## src/rtl/mc_controller.sv

```systemverilog
// -----------------------------------------------------------------------------
// mc_controller
//
// Control unit for the multicycle MIPS core. A Moore main FSM steps each
// instruction through fetch, decode, execute, memory and writeback cycles and
// drives every datapath mux select and write enable. An ALU decoder combines
// the FSM's ALU op with the instruction funct field to form the ALU control
// code.
//
// Ports
//   clk        in   1  system clock, rising edge
//   reset      in   1  synchronous, active-high reset
//   op         in   6  instruction[31:26] from the instruction register
//   funct      in   6  instruction[5:0] from the instruction register
//   zero       in   1  ALU zero flag
//   pcen       out  1  PC register enable
//   memwrite   out  1  memory write strobe
//   irwrite    out  1  instruction register enable
//   regwrite   out  1  register file write enable
//   alusrca    out  1  ALU A select: 0 = PC, 1 = register A
//   alusrcb    out  2  ALU B select: 00 = B, 01 = 4, 10 = signimm, 11 = signimm<<2
//   iord       out  1  memory address select: 0 = PC, 1 = ALUOut
//   memtoreg   out  1  register write data: 0 = ALUOut, 1 = Data
//   regdst     out  1  destination register: 0 = rt, 1 = rd
//   pcsrc      out  2  next PC: 00 = ALU result, 01 = ALUOut, 10 = jump target
//   alucontrol out  3  ALU function code
//   state      out  4  current FSM state (debug)
//
// All outputs are decoded combinationally from the state register; pcen
// additionally depends on zero and alucontrol on funct. The four write
// enables are masked while reset is high so an aborted instruction cannot
// write anything during the reset cycle(s).
// -----------------------------------------------------------------------------
module mc_controller (
  input  logic       clk,
  input  logic       reset,
  input  logic [5:0] op,
  input  logic [5:0] funct,
  input  logic       zero,
  output logic       pcen,
  output logic       memwrite,
  output logic       irwrite,
  output logic       regwrite,
  output logic       alusrca,
  output logic [1:0] alusrcb,
  output logic       iord,
  output logic       memtoreg,
  output logic       regdst,
  output logic [1:0] pcsrc,
  output logic [2:0] alucontrol,
  output logic [3:0] state
);

  typedef enum logic [3:0] {
    S_FETCH   = 4'd0,
    S_DECODE  = 4'd1,
    S_MEMADR  = 4'd2,
    S_MEMRD   = 4'd3,
    S_MEMWB   = 4'd4,
    S_MEMWR   = 4'd5,
    S_RTYPEEX = 4'd6,
    S_RTYPEWB = 4'd7,
    S_BEQEX   = 4'd8,
    S_ADDIEX  = 4'd9,
    S_ADDIWB  = 4'd10,
    S_JEX     = 4'd11
  } state_e;

  localparam logic [5:0] OP_LW    = 6'b100011;
  localparam logic [5:0] OP_SW    = 6'b101011;
  localparam logic [5:0] OP_RTYPE = 6'b000000;
  localparam logic [5:0] OP_BEQ   = 6'b000100;
  localparam logic [5:0] OP_ADDI  = 6'b001000;
  localparam logic [5:0] OP_J     = 6'b000010;

  localparam logic [2:0] ALU_ADD = 3'b010;
  localparam logic [2:0] ALU_SUB = 3'b110;
  localparam logic [2:0] ALU_AND = 3'b000;
  localparam logic [2:0] ALU_OR  = 3'b001;
  localparam logic [2:0] ALU_SLT = 3'b111;

  state_e state_q;
  state_e state_d;

  // Raw per-state controls, before reset masking.
  logic       pcwrite_s;
  logic       branch_s;
  logic       memwrite_s;
  logic       irwrite_s;
  logic       regwrite_s;
  logic       alusrca_s;
  logic [1:0] alusrcb_s;
  logic       iord_s;
  logic       memtoreg_s;
  logic       regdst_s;
  logic [1:0] pcsrc_s;
  logic [1:0] aluop_s;
  logic [2:0] alucontrol_s;

  // State register with synchronous reset to FETCH.
  always_ff @(posedge clk) begin
    if (reset) begin
      state_q <= S_FETCH;
    end else begin
      state_q <= state_d;
    end
  end

  // Next-state logic; undefined opcodes and encodings 12-15 fall back to FETCH.
  always_comb begin
    state_d = S_FETCH;
    case (state_q)
      S_FETCH: begin
        state_d = S_DECODE;
      end
      S_DECODE: begin
        case (op)
          OP_LW:    state_d = S_MEMADR;
          OP_SW:    state_d = S_MEMADR;
          OP_RTYPE: state_d = S_RTYPEEX;
          OP_BEQ:   state_d = S_BEQEX;
          OP_ADDI:  state_d = S_ADDIEX;
          OP_J:     state_d = S_JEX;
          default:  state_d = S_FETCH;
        endcase
      end
      S_MEMADR: begin
        // Only lw and sw reach MEMADR; anything other than lw is the store path.
        if (op == OP_LW) begin
          state_d = S_MEMRD;
        end else begin
          state_d = S_MEMWR;
        end
      end
      S_MEMRD:   state_d = S_MEMWB;
      S_MEMWB:   state_d = S_FETCH;
      S_MEMWR:   state_d = S_FETCH;
      S_RTYPEEX: state_d = S_RTYPEWB;
      S_RTYPEWB: state_d = S_FETCH;
      S_BEQEX:   state_d = S_FETCH;
      S_ADDIEX:  state_d = S_ADDIWB;
      S_ADDIWB:  state_d = S_FETCH;
      S_JEX:     state_d = S_FETCH;
      default:   state_d = S_FETCH;
    endcase
  end

  // Moore output decode; every field not set by a state stays 0.
  always_comb begin
    pcwrite_s  = 1'b0;
    branch_s   = 1'b0;
    memwrite_s = 1'b0;
    irwrite_s  = 1'b0;
    regwrite_s = 1'b0;
    alusrca_s  = 1'b0;
    alusrcb_s  = 2'b00;
    iord_s     = 1'b0;
    memtoreg_s = 1'b0;
    regdst_s   = 1'b0;
    pcsrc_s    = 2'b00;
    aluop_s    = 2'b00;
    case (state_q)
      S_FETCH: begin
        alusrcb_s = 2'b01;
        irwrite_s = 1'b1;
        pcwrite_s = 1'b1;
      end
      S_DECODE: begin
        // Precompute the branch target into ALUOut.
        alusrcb_s = 2'b11;
      end
      S_MEMADR, S_ADDIEX: begin
        alusrca_s = 1'b1;
        alusrcb_s = 2'b10;
      end
      S_MEMRD: begin
        iord_s = 1'b1;
      end
      S_MEMWB: begin
        memtoreg_s = 1'b1;
        regwrite_s = 1'b1;
      end
      S_MEMWR: begin
        iord_s     = 1'b1;
        memwrite_s = 1'b1;
      end
      S_RTYPEEX: begin
        alusrca_s = 1'b1;
        aluop_s   = 2'b10;
      end
      S_RTYPEWB: begin
        regdst_s   = 1'b1;
        regwrite_s = 1'b1;
      end
      S_BEQEX: begin
        alusrca_s = 1'b1;
        aluop_s   = 2'b01;
        pcsrc_s   = 2'b01;
        branch_s  = 1'b1;
      end
      S_ADDIWB: begin
        regwrite_s = 1'b1;
      end
      S_JEX: begin
        pcsrc_s   = 2'b10;
        pcwrite_s = 1'b1;
      end
      default: begin
        // Unreachable encodings: everything stays at its inactive value.
        pcwrite_s = 1'b0;
      end
    endcase
  end

  // ALU decoder: aluop selects add/sub directly or defers to funct.
  always_comb begin
    alucontrol_s = ALU_ADD;
    case (aluop_s)
      2'b00: alucontrol_s = ALU_ADD;
      2'b01: alucontrol_s = ALU_SUB;
      2'b10: begin
        case (funct)
          6'b100000: alucontrol_s = ALU_ADD;
          6'b100010: alucontrol_s = ALU_SUB;
          6'b100100: alucontrol_s = ALU_AND;
          6'b100101: alucontrol_s = ALU_OR;
          6'b101010: alucontrol_s = ALU_SLT;
          default:   alucontrol_s = ALU_ADD;
        endcase
      end
      default: alucontrol_s = ALU_ADD;
    endcase
  end

  // Enables are gated by reset so an interrupted instruction writes nothing.
  assign pcen       = (pcwrite_s | (branch_s & zero)) & ~reset;
  assign memwrite   = memwrite_s & ~reset;
  assign irwrite    = irwrite_s & ~reset;
  assign regwrite   = regwrite_s & ~reset;
  assign alusrca    = alusrca_s;
  assign alusrcb    = alusrcb_s;
  assign iord       = iord_s;
  assign memtoreg   = memtoreg_s;
  assign regdst     = regdst_s;
  assign pcsrc      = pcsrc_s;
  assign alucontrol = alucontrol_s;
  assign state      = state_q;

endmodule
```

## config.mk

```make
export PLATFORM = sky130hd
export DESIGN_NAME = mc_controller
export DESIGN_NICKNAME = d
export VERILOG_FILES = /design/src/rtl/mc_controller.sv
export SDC_FILE = /design/constraint.sdc
export NUM_CORES = 1
export LEC_CHECK = 0
export CORE_AREA = 2 2 42 44
export DETAILED_ROUTE_END_ITERATION = 10
export DIE_AREA = 0 0 44 46
export PLACE_DENSITY = 0.75
export SYNTH_ARGS = -nofsm -noshare
export SYNTH_HDL_FRONTEND = slang
export SYNTH_SLANG_ARGS = --single-unit
```

## constraint.sdc

```tcl
create_clock -name clk -period 2.9 [get_ports clk]
set_input_delay 0.725 -clock clk [delete_from_list [all_inputs] [get_ports clk]]
set_output_delay 0.725 -clock clk [all_outputs]
set_load 0.01 [all_outputs]
```

==> results of run 1 <==
per-stage QoR:
stage               hold slack (ps)  setup slack (ps)  std cells  instance area, µm²
floorplan                       701               458         78                 518
global placement                728             -99.3        130                 888
detailed placement              732              -131        130                 888
CTS                             738               101        133                 916
global route                    760              46.5        133                 916
finish                          734               102        133                 916
cell usage in the layout, fill, tap and decap left out, types with 2 or more instances in the layout:
| cell | n |
|---|---|
| or2_2 | 3 |
| ha_1 | 2 |
| nor2b_1 | 2 |
| or3_1 | 2 |
| nor3_1 | 5 |
| dfxtp_1 | 4 |
| o21bai_1 | 2 |
| a21oi_1 | 7 |
| dlygate4sd2_1 | 4 |
| clkbuf_4 | 3 |
| nor3b_2 | 2 |
| nand2b_1 | 5 |
| nor2_1 | 12 |
| o21ai_0 | 2 |
| inv_1 | 4 |
| clkdlybuf4s50_1 | 29 |
| a31oi_1 | 5 |
| buf_4 | 6 |
| nand2_1 | 4 |
logic make-up (layout without fill, tap and decap cells):
| logic type | Yosys count | after routing | synth area share |
|---|---|---|---|
| AND/OR/NAND/NOR | 41 | 41 | 0.430 |
| adder cells (fa/ha/maj) | 2 | 2 | 0.0483 |
| buffers and inverters | 8 | 46 | 0.0797 |
| multiplexers | 1 | 1 | 0.0217 |
| AO/OA/AOI/OAI | 20 | 20 | 0.232 |
| flip-flops | 4 | 4 | 0.155 |
| XOR/XNOR | 2 | 2 | 0.0338 |
power groups by stage:
stage	clock [W]	sequential (W)	combinational, W
after floorplan	0	0.0000596	0.0000281
after global placement	0	0.0000593	0.0000685
after detailed placement	0	0.0000593	0.0000696
after CTS	0.0000718	0.0000584	0.0000702
after global routing	0.0000717	0.0000587	0.0000760
final	0.0000703	0.0000584	0.0000699
what timing repair did:
action,4_1_cts,5_1_grt
hold buffers,0,0
setup buffers,0,0
endpoints found under the hold margin,0,0
gates resized for setup,6,0
setup endpoints to repair,4,0
layer usage:
metal	GRT usage	up-vias
li1	-	356
met1	0.167	299
met2	0.318	35
met3	0.0357	0
met4	0.0545	0
met5	0	-
cell type report:
cell class	count	area [µm²]
fillers	180	698
multi-input cells	66	407
repair buffers	39	370
flip-flops and latches	4	80.1
clock buffers	3	22.5
well taps	17	21.3
inverters	4	15.0
worst max-delay path: cells and delay by family:
kind / cells / cell delay, ps
buffers and inverters: 2 / 1090
and+or+nand+nor: 1 / 260
final timing paths:
| kind | startpoint | to | cells after the start |
|---|---|---|---|
| min reg2reg | state[2] | state[2] | 3 |
| min | state[2] | state[2] | 3 |
| max | reset | irwrite | 3 |
| max reg2reg | state[1] | state[1] | 5 |
==> reports/summary.txt, run 1 <==
Highest net fanout along the worst path: 5
Layout cells sized above 1: 0.138
Worst-Skew Late Latency: 240 ps
Synthesized area per cell: 6.64 µm²
Post-Route WL: 1.57 mm
DRC violations left: 0
Yosys reg bits: 4
Post-synthesis to final-layout area growth: 76.8%
CP required: 2170 ps
Max Cap Viol: 0
Core area: 1610 µm²
Routed metal-1 wirelength: 611 µm
Max-slew violations: 0
CTS tree: yes
Hold Violations, Final: 0
Detailed-placement wirelength estimate: 1.26 mm
Pwr Density: 217 nW/µm²
Cells after synthesis: 78
Setup repair after global routing missed its margin: false
Leading area contributor after synthesis: dfxtp_1
CTS Buf Count: 3
Slew @ Worst Pin: 328 ps
Initial Util: 0.321
DRT Pass-1 Iters: 6
CTS Buffer Depth: 2
Post-synth top area share: 0.155
Layout Utilization: 0.567
Register-to-register setup slack: 1390 ps
CP dominant cell by count: clkdlybuf4s50_1
Ports: 34
Met3 Routed Length: 146 µm
Max Freq: 357 MHz
Clock net sink count: 4
Clock power frac: 0.354
Die W: 44 µm
Gate power share: 0.352
Setup TNS: 0 ps
DR vias: 690
Root buf cell: clkbuf_4
Worst Path Class, Setup: primary input to primary output
Top FF cell, synth: dfxtp_1
Antenna Nets Post-Route: 0
DR vias/cell: 5.19
Post-synth top cells: nor2_1 (12), a21oi_1 (7), a31oi_1 (5), nand2b_1 (5), nor3_1 (5)
Port buffer count: 33
Outcome: completed
First-pass GRT wire length: 2.39 mm
Largest cells by area after synthesis: dfxtp_1 (15%), nor2_1 (8.7%), a21oi_1 (6.8%)
Rel. slew slack: 0.780
Critical Path Max Stage Delay: 580 ps
Max reg flops: 4
Grt ovf: 0
Sw Share: 0.277
Sequential area share after synthesis: 0.155
Syn nets: 95
Kind of end point of the critical path: primary output
Seq pwr share: 0.294
Fin crit share: 0.965
Slowest-stage cell, CP: clkdlybuf4s50_1
Initial DRC Count: 6
Crit path cell chain: clkdlybuf4s50_1, nor4_1, clkdlybuf4s50_1
# rows: 15
WL met2: 813 µm
Async SR Flop Fraction: 0
Post-synth EDFFs: 0
CP Data Arrival Time: 2070 ps
Setup Skew: 0.431 ps
GR Util All Layers: 0.162
Clock edge transition at the registers on the reported setup and hold paths: 40 ps
YS warnings: 0
CP startpoint kind: primary input
Fin crit period: 2800 ps
Pwr Total: 0.000199 W
Switch Pwr: 0.0000550 W
Post-synthesis cell type count: 30
Peak supply drop: 0.151 mV
Nets@finish: 135
Global placement routability congestion: 0.780
Largest net degree at the start of global routing: 11
Chip Height: 46 µm
Initial antenna violation count: 0
Hold crit path type: register to register
Number of global-route vias before repair: 627
Antenna cell count: 0
Wire per inst: 11.8 µm
Leak Pwr: 0.356 nW
H-tree depth: 1
Pint: 0.000144 W
Synth Cell Area: 518 µm²
Highest metal used: met3
Die ar.: 2020 µm²
Final Setup Violations: 0
Top-count cell post-synth: nor2_1
No activity file was read; power rests on OpenSTA's default activity.
==> run 2, diff against run 1 <==
- SETUP_SLACK_MARGIN: not set -> 0.5
==> run 2 against run 1 <==
Net effect:
- largest cell class unchanged
- critical path type is now register to primary output
- worst hold slack improved by 13 ps
- register-to-register slack worse by 40 ps
- power increased by 0.66%
- sequential share of layout area barely moved
- critical endpoint is now alucontrol[1]
- critical path depth grew 2
- setup slack improved by 400 ps
- flip-flop and latch count stayed put
==> reports/summary.txt, run 2 (synthesis results as in run 1) <==
Highest net fanout along the worst path: 3
Inst Count DP: 132
RR Startpoint: state[1]
Max Freq: 417 MHz
Register-to-register setup slack: 1350 ps
Post-synthesis to final-layout area growth: 92.8%
Nets@finish: 138
Grt ovf: 0
Chip Height: 46 µm
Max-slew violations: 0
Commonest non-fill, non-tap cells in the layout: clkdlybuf4s50_1 (14), nor2_1 (12), dlygate4sd2_1 (10)
Hold Violations, Final: 0
Commonest non-fill, non-tap cell in the layout: clkdlybuf4s50_1
Pwr Density: 200 nW/µm²
Max reg flops: 4
DRC violations left: 0
Antenna Nets Post-Route: 0
Antenna cell count: 0
CP Data Arrival Time: 1670 ps
Max Cap Viol: 0
Worst-Skew Late Latency: 230 ps
CP startpoint kind: register
Layout cells sized above 1: 0.345
Peak supply drop: 0.200 mV
Outcome: completed
Placement Setup Slack: -170 ps
FF-to-FF path depth: 5
Leak Pwr: 0.431 nW
Fin crit share: 0.827
Rel. slew slack: 0.765
CTS Buf Count: 3
FF-to-FF End: state[1]
First-pass GRT wire length: 2.55 mm
Initial DRC Count: 9
Die W: 44 µm
Setup ws final: 501 ps
Setup Skew: 1.50 ps
Final Setup Violations: 0
GR Util All Layers: 0.170
Port buffer count: 33
DR vias: 702
Non-Filler Instances: 136
Wire per inst: 12.6 µm
Root buf cell: clkbuf_4
Setup repair after global routing missed its margin: true
Ports: 34
Post-Route WL: 1.71 mm
CTS Buffer Depth: 2
Slew @ Worst Pin: 350 ps
Worst Setup SP: state[2]
Worst Setup EP: alucontrol[1]
Detailed-placement wirelength estimate: 1.25 mm
Core area: 1610 µm²
Hold crit path type: register to register
H-tree depth: 1
# rows: 15
Die ar.: 2020 µm²
Largest net degree at the start of global routing: 11
Clock net sink count: 4
Initial Util: 0.321
Number of global-route vias before repair: 627
DR vias/cell: 5.16
Fin crit period: 2400 ps
Clock edge transition at the registers on the reported setup and hold paths: 40 ps
Fill count: 157
CTS tree: yes
DRT Pass-1 Iters: 4
Global placement routability congestion: 0.842
CP required: 2170 ps
Worst Path Class, Setup: register to primary output
CTS Hold Bufs: 0
Initial antenna violation count: 0
Kind of end point of the critical path: primary output
-- run 2: changes by cell type in the layout (fill, tap and decap cells not counted), moves of 3 or more --
cell	previous run	this run
dlygate4sd2_1	4	10
buf_4	6	9
nand2b_4	0	3
nand2b_1	5	1
buf_2	0	4
dfxtp_1	4	0
clkdlybuf4s50_1	29	14
dfxtp_2	0	3
-- run 2: worst min-delay path by stage --
| stage | endpoint | depth (start not counted) | start | slack, ps |
|---|---|---|---|---|
| final | state[2] | 3 | state[2] | 750 |
| after global routing | state[2] | 3 | state[2] | 770 |
| after CTS | state[2] | 3 | state[2] | 750 |
| after detailed placement | state[2] | 3 | state[2] | 730 |
| after global placement | state[1] | 3 | state[2] | 740 |
| after floorplan | state[2] | 3 | state[0] | 700 |
-- run 2: cell type report --
| cell class | count | area [µm²] | share of cell area |
|---|---|---|---|
| Timing Repair Buffer | 42 | 360 | 0.361 |
| Multi-Input combinational cell | 66 | 489 | 0.490 |
| Inverter | 4 | 17.5 | 0.0175 |
| Tap cell | 17 | 21.3 | 0.0213 |
| Sequential cell | 4 | 87.6 | 0.0877 |
| Clock buffer | 3 | 22.5 | 0.0226 |
-- run 2: what timing repair did --
action                     4_1_cts  5_1_grt
setup endpoints to repair        9        5
pin swaps                        6        6
resized for setup               47       12
buffers inserted                 0        1
-- run 2: stage by stage --
step	cell area [µm²]	utilization	setup TNS (ps)	total power, W	hold slack, ps
2_1_floorplan	523	-	0	0.0000878	701
3_3_place_gp	908	0.563	-185	0.000130	738
3_5_place_dp	908	0.563	-355	0.000131	731
4_1_cts	975	0.604	0	0.000202	749
5_1_grt	998	0.619	0	0.000213	773
6_report	998	0.619	0	0.000200	746
-- run 2: power by group --
part / switching [W] / internal (W)
clock network: 0.0000226 / 0.0000463
registers: 0.00000211 / 0.0000563
logic: 0.0000329 / 0.0000397
-- run 2: metal layers --
metal	vias to the layer above	wire (µm)	track usage
met5	-	0	0
met3	2	155	0.0516
met1	311	647	0.176
met4	0	14	0.0485
li1	361	-	-
met2	28	893	0.326
-- run 2: worst max-delay path, cell delays in order, from the launching register on --
cell	delay, ps
dfxtp_4	340
nand2b_4	140
or3_4	380
ha_4	230
a211o_1	220
buf_2	140
